==> src/rtl/cache_ctrl.sv <==
// Lookup/refill controller for a set-associative tag store with per-way valid bits.
// Hit: response two cycles after acceptance; miss: response two cycles after mem_ack.
// One request in flight; cpu_ready is high only in IDLE with no flush pending.
module cache_ctrl #(
  parameter int WIDTH      = 8,
  parameter int WAYS       = 4,
  parameter int TOTAL_SIZE = 16,
  parameter int CNT_W      = 16,
  localparam int SETS      = TOTAL_SIZE / WAYS,
  localparam int IDX_W     = $clog2(SETS),
  localparam int WAY_W     = $clog2(WAYS),
  localparam int AW        = WIDTH + IDX_W
) (
  input  logic                  clk,
  input  logic                  rst,
  input  logic                  cpu_valid,
  output logic                  cpu_ready,
  input  logic [AW-1:0]         cpu_addr,
  input  logic                  flush,
  output logic                  resp_valid,
  output logic                  resp_hit,
  output logic [WAY_W-1:0]      resp_way,
  output logic                  tag_we,
  output logic [WAY_W-1:0]      tag_way,
  output logic [IDX_W-1:0]      tag_index,
  output logic [WIDTH-1:0]      tag_wdata,
  input  logic [WAYS*WIDTH-1:0] tag_rdata,
  output logic                  mem_req,
  output logic [AW-1:0]         mem_addr,
  input  logic                  mem_ack,
  output logic [CNT_W-1:0]      hit_count,
  output logic [CNT_W-1:0]      miss_count
);

  typedef enum logic [2:0] {
    IDLE     = 3'd0,
    LOOKUP   = 3'd1,
    MISS_REQ = 3'd2,
    FILL     = 3'd3,
    RESP     = 3'd4
  } state_t;

  state_t                          state_q, state_d;
  logic [AW-1:0]                   addr_q, addr_d;
  logic [SETS-1:0][WAYS-1:0]       valid_q, valid_d;
  logic [SETS-1:0][WAY_W-1:0]      rr_q, rr_d;
  logic [WAY_W-1:0]                way_q, way_d;
  logic                            hit_q, hit_d;
  logic                            from_rr_q, from_rr_d;
  logic [CNT_W-1:0]                hit_cnt_q, hit_cnt_d;
  logic [CNT_W-1:0]                miss_cnt_q, miss_cnt_d;

  logic [IDX_W-1:0]                idx_q;
  logic [WIDTH-1:0]                tag_q;
  logic                            hit;
  logic [WAY_W-1:0]                hit_way;
  logic                            any_inv;
  logic [WAY_W-1:0]                inv_way;

  assign idx_q = addr_q[IDX_W-1:0];
  assign tag_q = addr_q[AW-1:IDX_W];

  // Tag compare and first-invalid search; descending loop so the lowest way wins.
  always_comb begin
    hit     = 1'b0;
    hit_way = '0;
    any_inv = 1'b0;
    inv_way = '0;
    for (int w = WAYS - 1; w >= 0; w--) begin
      if (valid_q[idx_q][w] && (tag_rdata[w*WIDTH +: WIDTH] == tag_q)) begin
        hit     = 1'b1;
        hit_way = WAY_W'(w);
      end
      if (!valid_q[idx_q][w]) begin
        any_inv = 1'b1;
        inv_way = WAY_W'(w);
      end
    end
  end

  // Next-state logic for the controller FSM and its bookkeeping.
  always_comb begin
    state_d    = state_q;
    addr_d     = addr_q;
    valid_d    = valid_q;
    rr_d       = rr_q;
    way_d      = way_q;
    hit_d      = hit_q;
    from_rr_d  = from_rr_q;
    hit_cnt_d  = hit_cnt_q;
    miss_cnt_d = miss_cnt_q;
    case (state_q)
      IDLE: begin
        if (flush) begin
          valid_d = '0;
        end else if (cpu_valid) begin
          addr_d  = cpu_addr;
          state_d = LOOKUP;
        end
      end
      LOOKUP: begin
        if (hit) begin
          way_d   = hit_way;
          hit_d   = 1'b1;
          if (hit_cnt_q != '1) hit_cnt_d = hit_cnt_q + CNT_W'(1);
          state_d = RESP;
        end else begin
          // Prefer an empty way; only evict through the pointer when the set is full.
          way_d     = any_inv ? inv_way : rr_q[idx_q];
          from_rr_d = !any_inv;
          hit_d     = 1'b0;
          if (miss_cnt_q != '1) miss_cnt_d = miss_cnt_q + CNT_W'(1);
          state_d   = MISS_REQ;
        end
      end
      MISS_REQ: begin
        if (mem_ack) state_d = FILL;
      end
      FILL: begin
        valid_d[idx_q][way_q] = 1'b1;
        if (from_rr_q) rr_d[idx_q] = rr_q[idx_q] + WAY_W'(1);
        state_d = RESP;
      end
      RESP: begin
        state_d = IDLE;
      end
      default: begin
        state_d = IDLE;
      end
    endcase
  end

  // State and bookkeeping registers with asynchronous reset.
  always_ff @(posedge clk or posedge rst) begin
    if (rst) begin
      state_q    <= IDLE;
      addr_q     <= '0;
      valid_q    <= '0;
      rr_q       <= '0;
      way_q      <= '0;
      hit_q      <= 1'b0;
      from_rr_q  <= 1'b0;
      hit_cnt_q  <= '0;
      miss_cnt_q <= '0;
    end else begin
      state_q    <= state_d;
      addr_q     <= addr_d;
      valid_q    <= valid_d;
      rr_q       <= rr_d;
      way_q      <= way_d;
      hit_q      <= hit_d;
      from_rr_q  <= from_rr_d;
      hit_cnt_q  <= hit_cnt_d;
      miss_cnt_q <= miss_cnt_d;
    end
  end

  // Outputs decode straight from registered state so reset clears them without a clock.
  assign cpu_ready  = (state_q == IDLE) && !flush;
  assign resp_valid = (state_q == RESP);
  assign resp_hit   = hit_q;
  assign resp_way   = way_q;
  assign tag_we     = (state_q == FILL);
  assign tag_way    = (state_q == FILL) ? way_q : '0;
  assign tag_index  = idx_q;
  assign tag_wdata  = tag_q;
  assign mem_req    = (state_q == MISS_REQ);
  assign mem_addr   = addr_q;
  assign hit_count  = hit_cnt_q;
  assign miss_count = miss_cnt_q;

endmodule

==> config.mk <==
export PLATFORM = sky130hd
export DESIGN_NAME = cache_ctrl
export DESIGN_NICKNAME = d
export VERILOG_FILES = /design/src/rtl/cache_ctrl.sv
export SDC_FILE = /design/constraint.sdc
export NUM_CORES = 1
export LEC_CHECK = 0
export BUFFER_PORTS_ARGS = -buffer_cell sky130_fd_sc_hd__buf_4
export CAP_MARGIN = 10
export CORE_UTILIZATION = 55
export DETAILED_ROUTE_END_ITERATION = 12
export GPL_TIMING_DRIVEN = 0
export HOLD_SLACK_MARGIN = 0.1
export PLACE_DENSITY = 0.92
export SYNTH_ARGS = -nofsm -noshare
export SYNTH_HDL_FRONTEND = slang
export SYNTH_SLANG_ARGS = --single-unit
==> constraint.sdc <==
create_clock -name clk -period 4.5 [get_ports clk]
set_input_delay 0.45 -clock clk [delete_from_list [all_inputs] [get_ports clk]]
set_output_delay 0.45 -clock clk [all_outputs]
set_load 0.02 [all_outputs]
Word level (Yosys, flattened, before mapping)
Index checks and enable logic that the tools add are counted.
Storage, ports and cells
  register bits: 73
  bits of input ports: 47
  output and inout bits: 61
  logic and storage cells: 95
Operators by class
  $add $sub $neg: 3
  magnitude comparators: 4
  eq/ne operators: 14
  muxes and demuxes: 38
  bitwise gates (word level): 3
  reduce and logical (&&, ||, !) cells: 18
Operators by type and width (count)
  adder 16 x 1 -> 16 bit (second input constant): 2
  == test 8 bit: 4
  != test 16 bit (second input constant): 2
  one-hot mux 16 bit (2 select lines): 1
  two-way mux 2 bit: 13
  two-way mux 16 bit: 1
  OR 16 bit: 1
  two-way mux 3 bit: 4
  one-hot mux 3 bit (4 select lines): 1
  AND reduction 3 bit: 4
  two-way mux 1 bit: 10
  binary-select mux 4 bit (select 2 bit): 1
  bitwise mux 8 bit: 1
  demux 4 bit (select 2 bit): 1
  two-way mux 4 bit: 2
  logical AND 1 bit: 7
  == test 3 x 2 -> 1 bit (second input constant): 2
  less-than comparator 2 x 3 -> 1 bit (second input constant): 2
  != test 2 bit (second input constant): 3
  AND reduction 2 bit: 3
  binary-select mux 2 bit (select 2 bit): 1
  demux 2 bit (select 2 bit): 1
  >= comparator 2 x 1 -> 1 bit (second input constant): 2
  == test 3 x 1 -> 1 bit (second input constant): 1
  8 further kinds: 10

Longest topological paths before layout
  depth after elaboration: 9
  gate-level depth with buffers: 9
  depth with buffers taken out: 7

Least setup slack after synthesis
OpenSTA, ideal clock, no wires.
  kind: flip-flop to flip-flop
  from: register addr_q[0] (netlist: mem_addr[0])
  to: register miss_cnt_q[1] (netlist: miss_count[1])
  setup time: 0.125 ns
  data arrival time: 2.105 ns
  data required time: 4.375 ns
  slack: 2.270 ns
  stages on the path, launching flop included: 9
  buffers on the path: 3
  clock period less this slack: 2.230 ns
  cell sequence: dfrtp_1 -> buf_6 -> mux4_2 -> nand3_1 -> and4_1 -> buf_6 -> buf_6 -> nand2_4 -> mux2_4
On the way
  longest elaborated chain between the ends: 9
  elaborated cells between the ends (all ways): 12
  those cells by class: mux (6); bitwise (1); reduce/logical (5)
RTL lines
  start: declaration: line 44  | logic [AW-1:0] addr_q, addr_d;
  start signal: assignment: line 147  | addr_q <= addr_d;
  binary-select mux 4 bit (select 2 bit) *: line 70  | if (valid_q[idx_q][w] && (tag_rdata[w*WIDTH +: WIDTH] == tag_q)) begin
  two-way mux 4 bit (implied by the code) *: line 70
  logical AND 1 bit: line 70
  two-way mux 1 bit (3 in a row): line 70
  two-way mux 1 bit *: line 70
  inverter 1 bit (no line) *
  AND reduction 3 bit (no line) *
  end signal: assignment: line 154  | miss_cnt_q <= miss_cnt_d;
  end: declaration: line 51  | logic [CNT_W-1:0] miss_cnt_q, miss_cnt_d;
Mark *: on every way between the ends. The rest lies on a longest branch, timed or not. The select of a mux whose other input is x is not followed.
A chain may end at the register's enable or synchronous reset.

Worst setup path in the final report
  from: register addr_q[3] (netlist: mem_addr[3])
  to: register hit_cnt_q[14] (netlist: hit_count[14])
On the way
  longest elaborated chain between the ends: 7
  elaborated cells between the ends (all ways): 13
  those cells by class: eq/ne (4); mux (4); reduce/logical (5)
RTL lines
  == test 8 bit: line 70
  logical AND 1 bit: line 70
  two-way mux 1 bit (3 in a row): line 70
  two-way mux 1 bit *: line 70
  AND reduction 3 bit (no line) *
  end signal: assignment: line 153  | hit_cnt_q <= hit_cnt_d;
  end: declaration: line 50  | logic [CNT_W-1:0] hit_cnt_q, hit_cnt_d;
Mark *: on every way between the ends. The rest lies on a longest branch, timed or not.

==> run summary <==
The portion of the post-synthesis area used by sequential elements is 45.6%. The worst-case register-to-register setup slack came out at 2.06 ns. At the later pin of the worst-skew pair, clock insertion delay measures 0.36 ns. The sum of overflow across all layers after global routing came out at 0. CTS placed an instance of sky130_fd_sc_hd__clkbuf_8 at the clock tree root.

The minimum clock period came out at 2.44 ns. The final-report setup violation count is 0. The starting DRC count in detailed routing came out at 225.

The number of enable-type register cells in the synthesized netlist is 0. The nature of the critical path endpoint is a flop. The number of slew-limit violations in the final report came out at 0. The timing startpoint of the critical path is mem_addr[3]$_DFFE_PP0P_. The delay of the slowest cell on the worst path came out at 0.48 ns. STA puts the critical path data arrival time at 2.69 ns.

The detail-routed via count per cell came out at 5.61. The maximum fanout along the worst path came out at 10. The half-perimeter wire length after placement came out at 6900 um. The count of nets left with antenna violations once routing finished came out at 0. The count of different cell masters after synthesis came out at 49. Counting cells, the worst reg-to-reg path comes to 9. The fraction of layout cells with a size suffix above 1 is 38.2%.

The non-filler instance count after layout is 588. The number of antenna diodes in the final layout is 0. The total global routing track utilization is 26.4%. The leakage power figure is 2.51 nW.

The worst-case IR drop observed on VDD is 0.207 mV. The power density over the cells came out at 499 nW/um2. Clock-pin slew was measured on the worst setup and hold paths at 0.09 ns.

Traced cell by cell, the critical path runs through buf_2 > xor2_1 > nor4_1 > nand3_1 > and4_1 > buf_6 > buf_6 > nor2_1 > mux2_1. The post-place instance area is 4940 um2. The synthesized design contains 73 register bits. The placer congestion estimate is 0.863. The total I/O pin count came out at 108.

The summed instance area of the synthesized netlist came out at 4010 um2. Post-CTS repair changed the size of 0 cells. The worst relative slew slack came out at 40.5%. Once the floorplan was initialized, standard cells occupied 58.1% of the core. The share of flip-flops with an asynchronous set or reset after synthesis came out at 100%.

The TritonCTS sink count came out at 73. The maximum buffer depth of the clock tree came out at 2. The level count of the clock H-tree came out at 3. The flow ran to the end, and the final reports show no timing, DRC or antenna violations. The total number of vias is 3,301. The largest clock skew in the final design is 0.0117 ns.

The number of antenna violations at the first check in global routing came out at 0. The worst setup path is launched from a flop. The number of maximum-capacitance constraint violations came out at 0. The final clock period utilization by the worst path came out at 54.3%. The floorplan step defined a die boundary enclosing 7640 um2. Setup repair after global routing left no endpoint under its margin. Once layout is done, the placed cells without fillers occupy 5160 um2. In this run the worst setup path terminates at hit_count[14]$_DFFE_PP0P_. The via count of the first global-routing pass is 3,198. The buffers inserted during post-CTS setup optimization came out at 0.

After clock tree synthesis, the flow added hold-fix buffers numbering 0. At the end of the flow, the number of nets in the layout was 536. The worst register-to-register path begins at mem_addr[3]$_DFFE_PP0P_. The number of cells after detailed placement is 572.

The highest attainable clock frequency is 409 MHz. The count of fill cells added during filler insertion came out at 465. The sequential cells in the finished layout cover a total of 1830 um2. The number of rows in the core area is 30. The wire length of the first global-routing pass is 15,200 um.

The library cell used most frequently in the layout, excluding fill and tap cells, is sky130_fd_sc_hd__buf_4. The CTS tree is done. The cell count after synthesis came out at 369.

Wires add up to 9790 um. Compared with the post-synthesis result, the final layout area differs by 28.7%. The post-synthesis area per instance came out at 10.9 um2. The routed wirelength normalized by instance count came out at 16.7 um. The highest-delay cell along the critical path is sky130_fd_sc_hd__nor4_1.

The number of clock buffers inserted by TritonCTS came out at 9. The top cell types in the final layout, fill and taps aside, are sky130_fd_sc_hd__buf_4, sky130_fd_sc_hd__dfrtp_1, sky130_fd_sc_hd__xor2_1, sky130_fd_sc_hd__nor2_1. The path class of the tightest hold or removal check is input pin to asynchronous set/reset pin. The area of the multi-input gates is 1960 um2. Entering global routing, the biggest net connects 74 pins.

The critical path is of the flop to flop type. Before antenna repair, the detailed router went through 4 iterations. The count of buffers from port buffering is 107. The most used flip-flop cell after synthesis is sky130_fd_sc_hd__dfrtp_1. The count of final hold-check violations came out at 0. For the pin with the worst max-slew slack, the measured transition is 0.893 ns. The sum of negative setup slack came out at 0 ns. In this run the critical register-to-register path is captured at hit_count[14]$_DFFE_PP0P_. The floorplan die width came out at 87.4 um. The Yosys step of the flow raised 0 warnings. The synthesized net count came out at 418. The height of the chip is 87.4 um. Counting stages on the worst path, the most repeated cell is sky130_fd_sc_hd__buf_6. For this run, design rule violations remaining after detail routing come to 0. The data required time of the worst path is 4.75 ns. The area inside the core boundary came out at 6910 um2.
-- critical path: cells and delay by family, from the launching register on --
kind	cells	cell delay (ns)
simple gates	4	0.92
buf+inv	3	0.47
flops	1	0.41
mux	1	0.33
xor+xnor	1	0.19
-- registers in the layout, summed over array words and instances (netlist names) --
name and flops:
miss_count 16, hit_count 16, mem_addr 10, resp_way 2, state_q 3, valid_q 16, rr_q 8, resp_hit 1
from_rr_q 1
-- cell families (layout without fill, tap and decap cells) --
logic type / Yosys count / after routing / share of synthesized area [%]
DFF: 73 / 73 / 45.6
buffers and inverters: 37 / 160 / 5.58
xor gates and xnor gates: 62 / 62 / 13.5
AOI/OAI and AO/OA: 26 / 26 / 3.78
adders and majority gates: 2 / 2 / 0.624
muxes: 30 / 30 / 10.1
and+or+nand+nor: 139 / 139 / 20.8
-- how the worst min path moves through the flow --
stage	from	to	slack (ns)	cells after the start
3_5_place_dp	valid_q[1]$_DFFE_PP0P_	valid_q[1]$_DFFE_PP0P_	0.48	2
6_report	rst	miss_count[11]$_DFFE_PP0P_	0.28	2
2_1_floorplan	valid_q[6]$_DFFE_PP0P_	valid_q[6]$_DFFE_PP0P_	0.45	2
3_3_place_gp	valid_q[11]$_DFFE_PP0P_	valid_q[11]$_DFFE_PP0P_	0.47	2
5_1_grt	cpu_addr[5]	mem_addr[5]$_DFFE_PP0P_	0.31	2
4_1_cts	cpu_addr[5]	mem_addr[5]$_DFFE_PP0P_	0.31	2
-- per-stage QoR --
step	utilization, %	hold WS, ns	total power [mW]	setup WS (ns)
after floorplan	-	0.454	1.61	2.20
after global placement	71.4	0.467	1.94	1.41
after detailed placement	71.5	0.483	1.98	2.11
after CTS	74.7	0.312	2.58	2.07
after global routing	74.7	0.311	2.70	1.88
final	74.7	0.277	2.58	2.06
-- area by class of cell --
type,count,share of cell area (%)
Buffer,32,3.97
Sequential cell,73,35.4
Clock buffer,9,2.40
Timing Repair Buffer,107,15.6
Multi-Input combinational cell,259,38.0
Tap cell,96,2.33
Inverter,5,0.412
Clock inverter,7,1.99
-- cell usage after synthesis, drive strengths merged (6+ instances only) --
master	count	area share, %
a21oi	13	1.6
and2	6	0.94
and3	8	1.2
buf	22	4.1
clkbuf	10	0.97
dfrtp	73	46
mux2	23	6.6
nand2	23	2.4
nand3	21	2.6
nand4	8	1.2
nor2	28	2.7
nor3	10	1.4
nor3b	6	1.4
nor4	10	2.9
xnor2	20	4.4
xor2	42	9.2
-- metal layers --
layer / vias up / GRT usage, % / part of all wire, %
li1: 1511 / - / -
met3: 26 / 4.93 / 6.2
met2: 158 / 46.2 / 52
met1: 1606 / 31.9 / 39
met5: - / 0 / 0
met4: 0 / 11.2 / 2.2
-- power breakdown --
part	leakage [nW]	total [mW]	switching, mW	internal, mW
sequential	0.980	0.851	0.0932	0.757
clock	0.116	0.593	0.274	0.319
combinational	1.41	1.13	0.616	0.516
Note: power is estimated with default switching activity, not from simulation.
